$ cat src/rtl/adam_periph_uart_pkg.sv
// Shared types for the UART peripheral: tx FSM states and the frame configuration
// that both the transmitter and the receiver latch at the start of a frame.
`timescale 1ns/1ps
package adam_periph_uart_pkg;

  // Width of the baud_rate field inside the shared config struct.
  localparam int unsigned UART_BAUD_W = 32;

  typedef enum logic [2:0] {
    IDLE   = 3'd0,
    START  = 3'd1,
    DATA   = 3'd2,
    PARITY = 3'd3,
    STOP   = 3'd4,
    PAUSED = 3'd5
  } uart_tx_state_t;

  typedef struct packed {
    logic                   parity_select;  // 0 = even, 1 = odd
    logic                   parity_control; // 1 = parity bit present
    logic [3:0]             data_length;    // data bits per frame
    logic [1:0]             stop_bits;      // frame carries stop_bits+1 stop bits
    logic [UART_BAUD_W-1:0] baud_rate;      // clk cycles per bit, 0 and 1 mean 1
  } uart_cfg_t;

  // Reload value for the bit-time down-counter: max(baud,1)-1.
  function automatic logic [UART_BAUD_W-1:0] baud_reload(input logic [UART_BAUD_W-1:0] baud);
    return (baud <= UART_BAUD_W'(1)) ? '0 : (baud - UART_BAUD_W'(1));
  endfunction

endpackage

$ cat src/rtl/adam_periph_uart_baud_tick.sv
// Loadable bit-time down-counter. tick_o is high while the count sits at zero,
// which is the last cycle of the current bit. A load restarts the bit.
`timescale 1ns/1ps
module adam_periph_uart_baud_tick #(
  parameter int unsigned W = 32
) (
  input  logic         clk,
  input  logic         rst,
  input  logic         load_i,
  input  logic [W-1:0] load_val_i,
  output logic         tick_o
);

  logic [W-1:0] cnt_q;

  // Count down to zero and hold there until the next load.
  always_ff @(posedge clk or negedge rst) begin
    if (!rst) begin
      cnt_q <= '0;
    end else if (load_i) begin
      cnt_q <= load_val_i;
    end else if (cnt_q != '0) begin
      cnt_q <= cnt_q - W'(1);
    end
  end

  assign tick_o = (cnt_q == '0);

endmodule

$ cat src/rtl/adam_periph_uart_tx.sv
// UART transmitter. Takes words from a valid/ready stream and shifts them out
// LSB first as START, data, optional parity, and one to four STOP bits.
// Handshake: a word is transferred on a rising clk edge where data_valid and
// data_ready are both high; data_ready never depends on data_valid, and the
// source must hold data and the frame config stable until that edge.
// A pause request is honoured only on a frame boundary; while paused the line
// idles high and no words are accepted.
`timescale 1ns/1ps
module adam_periph_uart_tx
  import adam_periph_uart_pkg::*;
#(
  parameter int unsigned DATA_WIDTH = 32
) (
  input  logic                  clk,
  input  logic                  rst,
  input  logic                  test,
  input  logic                  pause_req,
  output logic                  pause_ack,
  input  logic                  parity_select,
  input  logic                  parity_control,
  input  logic [3:0]            data_length,
  input  logic [1:0]            stop_bits,
  input  logic [DATA_WIDTH-1:0] baud_rate,
  input  logic [DATA_WIDTH-1:0] data,
  input  logic                  data_valid,
  output logic                  data_ready,
  output logic                  tx,
  output uart_tx_state_t        dbg_state_o
);

  uart_tx_state_t        state_q, state_d;
  uart_cfg_t             cfg_q, cfg_d, cfg_in;
  logic [DATA_WIDTH-1:0] shift_q, shift_d;
  logic                  par_q, par_d, par_calc;
  logic [3:0]            bit_idx_q, bit_idx_d;
  logic [1:0]            stop_idx_q, stop_idx_d;
  logic                  tx_q, tx_d;
  logic                  ready_q, ready_d;
  logic                  ack_q, ack_d;
  logic                  accept;
  logic                  tick;
  logic                  load;
  logic                  go_tail;
  logic [DATA_WIDTH-1:0] load_val;
  logic                  unused_test;

  // DFT mode has no functional effect here.
  assign unused_test = test;

  assign data_ready  = ready_q & ~pause_req;
  assign accept      = data_valid & data_ready;
  assign tx          = tx_q;
  assign pause_ack   = ack_q;
  assign dbg_state_o = state_q;

  // Pack the live config inputs; lengths beyond the data word are clamped.
  always_comb begin
    cfg_in.parity_select  = parity_select;
    cfg_in.parity_control = parity_control;
    cfg_in.data_length    = data_length;
    if (32'(data_length) > DATA_WIDTH) begin
      cfg_in.data_length = 4'(DATA_WIDTH);
    end
    cfg_in.stop_bits      = stop_bits;
    cfg_in.baud_rate      = UART_BAUD_W'(baud_rate);
  end

  // Parity over the data bits that will actually be sent.
  always_comb begin
    par_calc = parity_select;
    for (int i = 0; i < DATA_WIDTH; i++) begin
      if (i < int'(cfg_in.data_length)) begin
        par_calc = par_calc ^ data[i];
      end
    end
  end

  // Bit time comes from the live input on accept, otherwise from the latched config.
  always_comb begin
    if (accept) begin
      load_val = DATA_WIDTH'(baud_reload(cfg_in.baud_rate));
    end else begin
      load_val = DATA_WIDTH'(baud_reload(cfg_q.baud_rate));
    end
  end

  adam_periph_uart_baud_tick #(
    .W (DATA_WIDTH)
  ) u_baud_tick (
    .clk        (clk),
    .rst        (rst),
    .load_i     (load),
    .load_val_i (load_val),
    .tick_o     (tick)
  );

  // Next-state, next-bit and shift logic; every bit change happens on a tick.
  always_comb begin
    state_d    = state_q;
    cfg_d      = cfg_q;
    shift_d    = shift_q;
    par_d      = par_q;
    bit_idx_d  = bit_idx_q;
    stop_idx_d = stop_idx_q;
    tx_d       = tx_q;
    load       = 1'b0;
    go_tail    = 1'b0;

    case (state_q)
      IDLE: begin
        tx_d = 1'b1;
        if (pause_req) begin
          state_d = PAUSED;
        end else if (accept) begin
          state_d    = START;
          cfg_d      = cfg_in;
          shift_d    = data;
          par_d      = par_calc;
          bit_idx_d  = '0;
          stop_idx_d = '0;
          tx_d       = 1'b0;
          load       = 1'b1;
        end
      end
      START: begin
        if (tick) begin
          load = 1'b1;
          if (cfg_q.data_length == 4'd0) begin
            go_tail = 1'b1;
          end else begin
            state_d   = DATA;
            tx_d      = shift_q[0];
            shift_d   = shift_q >> 1;
            bit_idx_d = '0;
          end
        end
      end
      DATA: begin
        if (tick) begin
          load = 1'b1;
          if (bit_idx_q == (cfg_q.data_length - 4'd1)) begin
            go_tail = 1'b1;
          end else begin
            tx_d      = shift_q[0];
            shift_d   = shift_q >> 1;
            bit_idx_d = bit_idx_q + 4'd1;
          end
        end
      end
      PARITY: begin
        if (tick) begin
          load       = 1'b1;
          state_d    = STOP;
          tx_d       = 1'b1;
          stop_idx_d = '0;
        end
      end
      STOP: begin
        tx_d = 1'b1;
        if (tick) begin
          if (stop_idx_q == cfg_q.stop_bits) begin
            // Frame boundary: a pending pause wins over accepting the next word.
            state_d = pause_req ? PAUSED : IDLE;
          end else begin
            load       = 1'b1;
            stop_idx_d = stop_idx_q + 2'd1;
          end
        end
      end
      PAUSED: begin
        tx_d = 1'b1;
        if (!pause_req) begin
          state_d = IDLE;
        end
      end
      default: begin
        state_d = IDLE;
        tx_d    = 1'b1;
      end
    endcase

    // After the last data bit (or straight after START) go to parity or stop.
    if (go_tail) begin
      stop_idx_d = '0;
      if (cfg_q.parity_control) begin
        state_d = PARITY;
        tx_d    = par_q;
      end else begin
        state_d = STOP;
        tx_d    = 1'b1;
      end
    end
  end

  // Ready only in IDLE, and not in the first IDLE cycle after leaving PAUSED.
  always_comb begin
    ready_d = (state_d == IDLE) && (state_q != PAUSED);
    ack_d   = (state_d == PAUSED);
  end

  // State, datapath and registered outputs; reset forces the line idle-high at once.
  always_ff @(posedge clk or negedge rst) begin
    if (!rst) begin
      state_q    <= IDLE;
      cfg_q      <= '0;
      shift_q    <= '0;
      par_q      <= 1'b0;
      bit_idx_q  <= '0;
      stop_idx_q <= '0;
      tx_q       <= 1'b1;
      ready_q    <= 1'b0;
      ack_q      <= 1'b0;
    end else begin
      state_q    <= state_d;
      cfg_q      <= cfg_d;
      shift_q    <= shift_d;
      par_q      <= par_d;
      bit_idx_q  <= bit_idx_d;
      stop_idx_q <= stop_idx_d;
      tx_q       <= tx_d;
      ready_q    <= ready_d;
      ack_q      <= ack_d;
    end
  end

endmodule

$ cat config.mk
export PLATFORM = sky130hd
export DESIGN_NAME = adam_periph_uart_tx
export DESIGN_NICKNAME = d
export VERILOG_FILES = /design/src/rtl/adam_periph_uart_pkg.sv /design/src/rtl/adam_periph_uart_baud_tick.sv /design/src/rtl/adam_periph_uart_tx.sv
export SDC_FILE = /design/constraint.sdc
export NUM_CORES = 1
export LEC_CHECK = 0
export BUFFER_PORTS_ARGS = -buffer_cell sky130_fd_sc_hd__buf_4
export CAP_MARGIN = 40
export CORE_MARGIN = 2
export CORE_UTILIZATION = 60
export CTS_CLUSTER_SIZE = 10
export DETAILED_ROUTE_END_ITERATION = 10
export PLACE_DENSITY = 0.8
export SYNTH_ARGS = -nofsm -noshare
export SYNTH_HDL_FRONTEND = slang
export SYNTH_SLANG_ARGS = --single-unit
$ cat constraint.sdc
create_clock -name clk -period 4.2 [get_ports clk]
set_clock_uncertainty 0.2 [all_clocks]
set_input_delay 0.84 -clock clk [delete_from_list [all_inputs] [get_ports clk]]
set_output_delay 0.84 -clock clk [all_outputs]
set_load 0.02 [all_outputs]
==> results of run 1 <==
[kinds of logic (layout without fill, tap and decap cells)]
family                     count (synthesis)  after routing
DFF                                      116            116
buffers and inverters                     59            152
and+or+nand+nor                          401            401
AOI/OAI and AO/OA                        186            186
muxes                                     35             35
xor gates and xnor gates                  88             88
adders and majority gates                  9              9
[layout by cell type (no fill, tap or decap), drive strengths merged, types with 5 or more instances in the layout]
master  synthesis  routed
xnor2          50      50
buf            14     107
nor3           37      37
nand2         186     186
a21oi          38      38
a21boi          5       5
o22ai          15      15
nand4           7       7
or4            16      16
nor2           59      59
a221oi          6       6
nand2b         11      11
or3            12      12
o21ai          68      68
nor4           22      22
nand3b          6       6
inv            13      13
mux2i          34      34
nand3          25      25
o221ai          6       6
o31ai           6       6
a211oi          9       9
xor2           36      36
clkbuf         31      21
clkinv          1       6
ha              8       8
dfrtp         115     115
[how the worst max path moves through the flow]
stage | to | slack, ps | cells after the start
floorplan | u_baud_tick.cnt_q[21] | 1040 | 10
global placement | bit_idx_q[2] | 550 | 11
detailed placement | bit_idx_q[3] | 500 | 11
CTS | bit_idx_q[3] | 500 | 11
global route | bit_idx_q[3] | 270 | 11
finish | shift_q[30] | 500 | 11
[worst reg2reg max path: stages (launching register included)]
cell and delay [ps]:
dfrtp_1 430, inv_1 110, ha_1 140, or4b_1 420
or4_1 500, or4_1 670, buf_4 230, o31ai_4 180
nand3_2 90, buf_4 310, nand2_1 210, o21ai_1 80
[sequential cells by signal, indices dropped and copies added, names as in the netlist]
| signal | flops |
|---|---|
| ready_q | 1 |
| bit_idx_q | 4 |
| stop_idx_q | 2 |
| par_q | 1 |
| pause_ack | 1 |
| shift_q | 32 |
| cfg_q | 39 |
| u_baud_tick.cnt_q | 32 |
| dbg_state_o | 3 |
| tx | 1 |
[routing by layer]
layer  wire length (um)  vias up
met5                  0        -
met4                427        0
met3               1447       36
met2               8775      303
met1               8907     3307
li1                   -     3343
[through the flow]
| stage | cell area, sq um | setup slack [ps] |
|---|---|---|
| after floorplan | 7487 | 1045 |
| after global placement | 8338 | 547.8 |
| after detailed placement | 8338 | 495.6 |
| after CTS | 8971 | 495.1 |
| after global routing | 8976 | 272.0 |
| final | 8976 | 502.8 |
[final cells by class]
cell class	count	area share
clock buffer	21	0.05353
tap	168	0.02342
sequential	116	0.3235
multi-input combinational	719	0.4861
timing repair buffer	107	0.09060
inverter	14	0.005854
clock inverter	10	0.01701
[report_power, final]
group	leakage (nW)	internal [mW]	switching (mW)
logic	2.09	0.784	1.00
registers	1.49	1.57	0.480
clock network	0.314	1.05	0.509
total	3.90	3.40	1.99
==> qor.yml, run 1 <==
worst_setup_path:
  crit_start: "u_baud_tick.cnt_q[0]"
  crit_slowest_cell: "or4_1"
  critPathBufInv: 3
  critical_path_class: "reg -> reg"
  worstPathMaxFanout: 71
  cp-start-kind: "register"
  r2r_setup_slack_ps: 500
  cp-end-kind: "register"
  worstRegToRegCells: 11
  path_delay_family: "simple AND/OR/NAND/NOR gates"
  r2r_end: "shift_q[30]"
  reg2reg_from: "u_baud_tick.cnt_q[0]"
  crit_required_ps: 4270
  cp_data_arrival_time_ps: 3770
  path_cells: "inv_1 > ha_1 > or4b_1 > or4_1 > or4_1 > buf_4 > o31ai_4 > nand3_2 > buf_4 > nand2_1 > o21ai_1"
  critical-path-max-stage-delay_ps: 660
logic_synthesis:
  synthSimpleGateAreaFrac: 0.2518
  yosysTopAreaCellShare: 0.3844
  synth-seq-area-share: 0.3879
  async_flop_share: 1.000
  synth_cells: 894
  syn_area_sq_um: 7487
  synth_compound_area_frac: 0.1594
  synthAdderAreaFrac: 0.01471
  synth_top_cells_by_count: "184 x nand2_1, 115 x dfrtp_1, 59 x nor2_1"
  avgSynthCellArea_sq_um: 8.375
  synth_seq_cells: 116
  synth_top_family_by_area: "simple AND/OR/NAND/NOR gates"
  ys_top_cells_by_area: "dfrtp_1 38%, nand2_1 9.2%, xnor2_1 5.8%"
  ys_types: 70
  syn-num-nets: 979
  synth-xor-area-share: 0.1066
  synth_warnings: 0
  ys.flop_type: "dfrtp_1"
  synthMuxAreaShare: 0.04696
  synthMostInstantiatedCell: "nand2_1"
  synth.largest_area_cell: "dfrtp_1"
  synth_enable_flop_cells: 0
pwr:
  ir_drop_mv: 0.3830
  power_density_nw_per_um2: 600.6
  power.leakage_nw: 3.899
  p_total_mw: 5.391
timing:
  relSlewSlack: 0.4070
  hold_viol: 0
  max_freq_mhz: 270.5
  slew_viol_final: 0
  setup_viol: 0
  worst_pin_slew_ps: 887.6
  rsz0062_at_grt: "false"
  post-route-min-period_ps: 3697
  post-route-period-util: 0.8803
  hold_slack_ps: 264.4
  fin_setup_tns_ps: 0
cts:
  cts_htree_levels: 4
  clockBufferDepth: 2
  clkLatencyLatePin_ps: 420
  path_clk_slew_ps: 60
  cts_tree: "done"
  cts_resized: 0
  clkSinkCount: 116
  post-cts-setup-buffers: 0
  cts_buffers: 17
  cts_hold_buf: 0
  clock-root-buffer: "clkbuf_16"
drt:
  antenna_left: 0
  routedWlPerCell_um: 16.93
  vias_per_cell: 6.051
  vias: 6989
  drtIter0Drc: 705
  drcViolationCount: 0
  finalWirelength_mm: 19.56
  firstDrtPassIters: 5
floorplan:
  dieArea_sq_um: 13390
  placementRows: 40
  fp.dieH_um: 115.7
  initial_core_util: 0.6182
  core_sq_um: 12110
  io_pins: 83
  die_w_um: 115.7
layout:
  fin_cells: 1155
  drive_above_1_share: 0.1621
  final_core_util: 0.7411
  synthToLayoutAreaGrowth_pct: 19.89
  nets: 1060
  multi_input_area_sq_um: 4363
  regArea_sq_um: 2904
  antennaDiodeCount: 0
  nFillCells: 950
global_routing:
  use_met2: 0.4538
  grt_pass1_vias: 6481
  antenna_found_initial: 0
  use_met1: 0.4568
  grt_max_degree: 72
  grtUsageTotal: 0.3086
  grt_pass1_wl_mm: 32.37
  gr-total-overflow: 0
  top_usage_layer: "met1"
  gr-usage-met3: 0.06224
placement:
  hpwl_mm: 13.76
  dpl.cell_count: 1123
  portBuffers: 81
  place_congestion: 0.8545
worst_hold_path:
  hp-class: "in -> async"
flow_run:
  maxCapViolations: 0
outcome:
  outcome: "completed"
Note: power is estimated with default switching activity, not from simulation.
==> run 2: changes to the inputs <==
PLACE_DENSITY = unset   (was 0.8)
PLACE_DENSITY_LB_ADDON = 0.15   (was unset)
==> run 2 against run 1 <==
  * Sequential power barely moved
  * Final area barely moved
  * Sequential share of layout area barely moved
  * Core utilization fell by 0.072 points
  * Critical path type unchanged
  * Critical endpoint is now bit_idx_q[2]
  * Largest cell class unchanged
==> qor.yml, run 2 (synthesis gave the netlist of run 1 again) <==
drt:
  vias: 7135  # was 6989
  routedWlPerCell_um: 17.30  # was 16.93 um
  drcViolationCount: 0  # unchanged
  drtIter0Drc: 657  # was 705
  finalWirelength_mm: 19.98  # was 19.56 mm
  vias_per_cell: 6.177  # was 6.051
  firstDrtPassIters: 5  # unchanged
  antenna_left: 0  # unchanged
floorplan:
  placementRows: 40  # unchanged
  fp.dieH_um: 115.7  # unchanged
  die_w_um: 115.7  # unchanged
  io_pins: 83  # unchanged
  initial_core_util: 0.6182  # unchanged
  dieArea_sq_um: 13390  # unchanged
  core_sq_um: 12110  # unchanged
cts:
  clkLatencyLatePin_ps: 420  # about the same
  cts_resized: 0  # unchanged
  cts_htree_levels: 4  # unchanged
  clock-root-buffer: "clkbuf_16"  # unchanged
  path_clk_slew_ps: 60  # about the same
  cts_hold_buf: 0  # unchanged
  clkSinkCount: 116  # unchanged
  post-cts-setup-buffers: 0  # unchanged
  cts_tree: "done"  # unchanged
  clockBufferDepth: 2  # unchanged
  cts_buffers: 17  # unchanged
worst_hold_path:
  hold_path_depth: 2
  hp-class: "reg -> reg"  # was in -> async
  worstHoldEndpoint: "tx"
  hold_start: "tx"
layout:
  antennaDiodeCount: 0  # unchanged
  synthToLayoutAreaGrowth_pct: 19.77  # was 19.89%
  nets: 1060  # unchanged
  final_cell_mix: "184 x nand2_1, 115 x dfrtp_1, 107 x buf_4"  # was 184 x nand2_1, 115 x dfrtp_1, 105 x buf_4
  nFillCells: 955  # was 950
  regMostFlops: "cfg_q"  # unchanged
  final_core_util: 0.7404  # was 0.7411
  largest_reg_flops: 39  # unchanged
  final_common_cell: "nand2_1"  # unchanged
  final_area_sq_um: 8967  # was 8976 sq um
  reg.largest.list: "cfg_q x39, shift_q x32, u_baud_tick.cnt_q x32"  # unchanged
  drive_above_1_share: 0.1611  # was 0.1621
timing:
  slew_viol_final: 0  # unchanged
  max_freq_mhz: 263.9  # was 270.5 MHz
  hold_viol: 0  # unchanged
  post-route-period-util: 0.9023  # was 0.8803
  relSlewSlack: 0.3714  # was 0.4070
  fin_ws_ps: 410.3  # was 502.8 ps
  post-route-min-period_ps: 3790  # was 3697 ps
  worst_pin_slew_ps: 941.0  # was 887.6 ps
  rsz0062_at_grt: "false"  # unchanged
  fin_setup_tns_ps: 0  # unchanged
  setup_viol: 0  # unchanged
global_routing:
  grtUsageTotal: 0.3102  # was 0.3086
  grt_max_degree: 72  # unchanged
  grt_pass1_vias: 6650  # was 6481
  antenna_found_initial: 0  # unchanged
  grt_pass1_wl_mm: 32.66  # was 32.37 mm
  gr-total-overflow: 0  # unchanged
pwr:
  power.leakage_nw: 3.885  # was 3.899 nW
  p_int_mw: 3.401  # was 3.399 mW
  p_total_mw: 5.414  # was 5.391 mW
  combinationalPowerShare: 0.334  # was 0.332
  p_sw_frac: 0.3720  # was 0.3696
  pwr-share-seq: 0.379  # was 0.380
  ir_drop_mv: 0.3917  # was 0.3830 mV
  p_sw_mw: 2.014  # was 1.993 mW
  power_density_nw_per_um2: 603.8  # was 600.6 nW/um^2
  pwr-share-clk: 0.287  # was 0.288
flow_run:
  maxCapViolations: 0  # unchanged
worst_setup_path:
  worstRegToRegCells: 11  # unchanged
  worstPathMaxFanout: 71  # unchanged
  critical_path_class: "reg -> reg"  # unchanged
  cp-start-kind: "register"  # unchanged
  cp-end-kind: "register"  # unchanged
  crit_required_ps: 4270  # about the same
  r2r_end: "bit_idx_q[2]"  # was shift_q[30]
  cp_data_arrival_time_ps: 3860  # was 3770 ps
  r2r_setup_slack_ps: 410  # was 500 ps
  reg2reg_from: "u_baud_tick.cnt_q[0]"  # unchanged
placement:
  portBuffers: 81  # unchanged
  place_congestion: 0.9169  # was 0.8545
  place_ws_ps: 433.9  # was 495.6 ps
  hpwl_mm: 14.05  # was 13.76 mm
  dpl_cell_area_sq_um: 8333  # was 8338 sq um
outcome:
  outcome: "completed"  # unchanged
run 2: worst max-delay path: stages, from the launching register on:
cell,delay [ps]
dfrtp_1,420
inv_1,110
ha_1,160
or4b_1,420
or4_1,500
or4_1,690
buf_4,230
o31ai_4,180
nand3_2,90
buf_4,330
o21ai_1,220
o21ai_1,100
run 2: per-layer routing:
layer  wire, um  GRT usage
met1       9001     0.4512
met2       9083     0.4604
met3       1519    0.06747
met4        379     0.1095
met5          0          0
run 2: worst max-delay path by stage:
stage	startpoint	endpoint	slack, ps	cells after the start
after detailed placement	u_baud_tick.cnt_q[0]	bit_idx_q[2]	430	11
after CTS	u_baud_tick.cnt_q[0]	bit_idx_q[2]	430	11
after floorplan	u_baud_tick.cnt_q[0]	u_baud_tick.cnt_q[21]	1040	10
after global routing	u_baud_tick.cnt_q[0]	bit_idx_q[2]	190	11
after global placement	baud_rate[24]	u_baud_tick.cnt_q[23]	520	9
final	u_baud_tick.cnt_q[0]	bit_idx_q[2]	410	11
run 2: through the flow:
stage / hold WS [ps] / instances
after floorplan: 243.2 / 894
after global placement: 265.3 / 1124
after detailed placement: 275.3 / 1124
after CTS: 281.7 / 1155
after global routing: 320.2 / 1155
final: 282.6 / 1155
run 2: power by group through the flow:
stage | registers [mW] | logic, mW | clock network [mW]
floorplan | 1.90 | 1.34 | 0
global placement | 2.01 | 1.70 | 0
detailed placement | 2.04 | 1.77 | 0
CTS | 2.04 | 1.80 | 1.56
global route | 2.12 | 2.02 | 1.62
finish | 2.05 | 1.81 | 1.55
run 2: cell type report:
cell class	instances	area, sq um	share of cell area
clock inverter	9	150.1	0.01674
multi-input combinational	719	4363	0.4865
timing repair buffer	107	803.3	0.08958
tap	168	210.2	0.02344
clock buffer	22	484.2	0.05400
inverter	14	52.55	0.005860
sequential	116	2904	0.3238
==> run 3: changes to the inputs <==
CORE_UTILIZATION = 50   (was 60)
==> run 3 against run 2 <==
  * Fmax shrank 0.95%
  * Global-route usage fell by 5.7 points
  * Power rose by 0.45%
  * Sequential power barely moved
  * Combinational power hardly changed
  * Non-clock buffer count rose by 3
  * Final area grew 0.93%
  * Sequential share of layout area is 0.30 points lower
  * Die area up 19%
  * Critical endpoint unchanged
==> qor.yml, run 3 (synthesis gave the netlist of run 1 again) <==
layout:
  reg.largest.list: "cfg_q x39, shift_q x32, u_baud_tick.cnt_q x32"  # unchanged
  largest_reg_flops: 39  # unchanged
  nets: 1063  # was 1060
  regMostFlops: "cfg_q"  # unchanged
  synthToLayoutAreaGrowth_pct: 20.89  # was 19.77%
  final_core_util: 0.6204  # was 0.7404
  drive_above_1_share: 0.1645  # was 0.1611
  fin_cells: 1175  # was 1155
  final_area_sq_um: 9051  # was 8967 sq um
  final_common_cell: "nand2_1"  # unchanged
  final_cell_mix: "184 x nand2_1, 115 x dfrtp_1, 108 x buf_4"  # was 184 x nand2_1, 115 x dfrtp_1, 107 x buf_4
  antennaDiodeCount: 0  # unchanged
cts:
  post-cts-setup-buffers: 0  # unchanged
  clkLatencyLatePin_ps: 420  # about the same
  clockBufferDepth: 2  # unchanged
  clkSinkCount: 116  # unchanged
  path_clk_slew_ps: 60  # about the same
  cts_hold_buf: 0  # unchanged
  cts_buffers: 17  # unchanged
  cts_tree: "done"  # unchanged
  cts_resized: 0  # unchanged
  clock-root-buffer: "clkbuf_16"  # unchanged
  cts_htree_levels: 4  # unchanged
timing:
  slew_viol_final: 0  # unchanged
  setup_viol: 0  # unchanged
  hold_viol: 0  # unchanged
  worst_pin_slew_ps: 891.4  # was 941.0 ps
  max_freq_mhz: 261.4  # was 263.9 MHz
  fin_setup_tns_ps: 0  # unchanged
  post-route-min-period_ps: 3826  # was 3790 ps
  rsz0062_at_grt: "false"  # unchanged
  fin_ws_ps: 374.1  # was 410.3 ps
  hold_slack_ps: 238.9  # was 282.6 ps
  relSlewSlack: 0.4045  # was 0.3714
  post-route-period-util: 0.9109  # was 0.9023
floorplan:
  dieArea_sq_um: 15970  # was 13390 sq um
  io_pins: 83  # unchanged
  initial_core_util: 0.5132  # was 0.6182
  placementRows: 44  # was 40
  die_w_um: 126.4  # was 115.7 um
  fp.dieH_um: 126.4  # was 115.7 um
  core_sq_um: 14590  # was 12110 sq um
worst_setup_path:
  worstRegToRegCells: 11  # unchanged
  crit_required_ps: 4280  # was 4270 ps
  reg2reg_from: "u_baud_tick.cnt_q[0]"  # unchanged
  cp-start-kind: "register"  # unchanged
  crit_start: "u_baud_tick.cnt_q[0]"  # unchanged
  r2r_setup_slack_ps: 370  # was 410 ps
  crit_slowest_cell: "or4_1"  # unchanged
  worstPathMaxFanout: 71  # unchanged
  critical-path-max-stage-delay_ps: 770  # was 690 ps
  path_cells: "inv_1 > ha_1 > or4b_1 > or4_1 > or4_1 > buf_4 > o31ai_4 > nand3_2 > buf_4 > o21ai_1 > o21ai_1"  # unchanged
  r2r_end: "bit_idx_q[2]"  # unchanged
  critical_path_class: "reg -> reg"  # unchanged
  cp-end-kind: "register"  # unchanged
  cp_data_arrival_time_ps: 3910  # was 3860 ps
drt:
  vias: 6783  # was 7135
  drtIter0Drc: 697  # was 657
  vias_per_cell: 5.773  # was 6.177
  finalWirelength_mm: 19.63  # was 19.98 mm
  routedWlPerCell_um: 16.71  # was 17.30 um
  antenna_left: 0  # unchanged
  drcViolationCount: 0  # unchanged
  firstDrtPassIters: 5  # unchanged
placement:
  place_congestion: 0.8337  # was 0.9169
  place_ws_ps: 381.7  # was 433.9 ps
  hpwl_mm: 13.81  # was 14.05 mm
  dpl.cell_count: 1143  # was 1124
  portBuffers: 81  # unchanged
  dpl_cell_area_sq_um: 8386  # was 8333 sq um
flow_run:
  maxCapViolations: 0  # unchanged
pwr:
  p_total_mw: 5.439  # was 5.414 mW
  power_density_nw_per_um2: 600.9  # was 603.8 nW/um^2
  ir_drop_mv: 0.4354  # was 0.3917 mV
  power.leakage_nw: 3.920  # was 3.885 nW
global_routing:
  grt_pass1_wl_mm: 32.35  # was 32.66 mm
  grt_pass1_vias: 6264  # was 6650
  grt_max_degree: 72  # unchanged
  antenna_found_initial: 0  # unchanged
  grtUsageTotal: 0.2529  # was 0.3102
  gr-total-overflow: 0  # unchanged
outcome:
  outcome: "completed"  # unchanged
worst_hold_path:
  hp-class: "in -> async"  # was reg -> reg
## run 3: changes by cell type in the layout (fill, tap and decap cells not counted)
cell / previous run / this run
buf_12: 0 / 1
buf_2: 0 / 1
buf_4: 107 / 108
clkbuf_8: 4 / 7
clkinv_2: 3 / 1
## run 3: critical path, delay by kind of cell, from the launching register on
kind            cells  cell delay [ps]
buf+inv             3              690
flops               1              430
fa+ha+maj           1              150
simple gates        4             1770
compound gates      3              440
## run 3: final cells by class
class / instances / area, sq um
fill: 1270 / 5538
clock inverter: 7 / 140.1
multi-input combinational: 719 / 4363
timing repair buffer: 110 / 835.8
tap: 184 / 230.2
clock buffer: 25 / 525.5
sequential: 116 / 2904
inverter: 14 / 52.55
## run 3: worst max path at each step
stage | to | slack, ps | depth (start not counted)
floorplan | u_baud_tick.cnt_q[21] | 1040 | 10
global placement | bit_idx_q[2] | 440 | 11
detailed placement | bit_idx_q[2] | 380 | 11
CTS | bit_idx_q[2] | 370 | 11
global route | bit_idx_q[2] | 150 | 11
finish | bit_idx_q[2] | 370 | 11
## run 3: power by group
part	leakage, nW	total, mW	internal [mW]	switching [mW]
Sequential	1.49	2.04	1.57	0.475
Combinational	2.11	1.78	0.787	0.995
Clock	0.322	1.61	1.10	0.512
## run 3: routing by layer
layer | vias to the layer above | track usage | part of all wire
li1 | 3351 | - | -
met5 | - | 0 | 0
met4 | 0 | 0.07951 | 0.015
met2 | 183 | 0.3662 | 0.44
met3 | 22 | 0.04597 | 0.058
met1 | 3227 | 0.3840 | 0.49
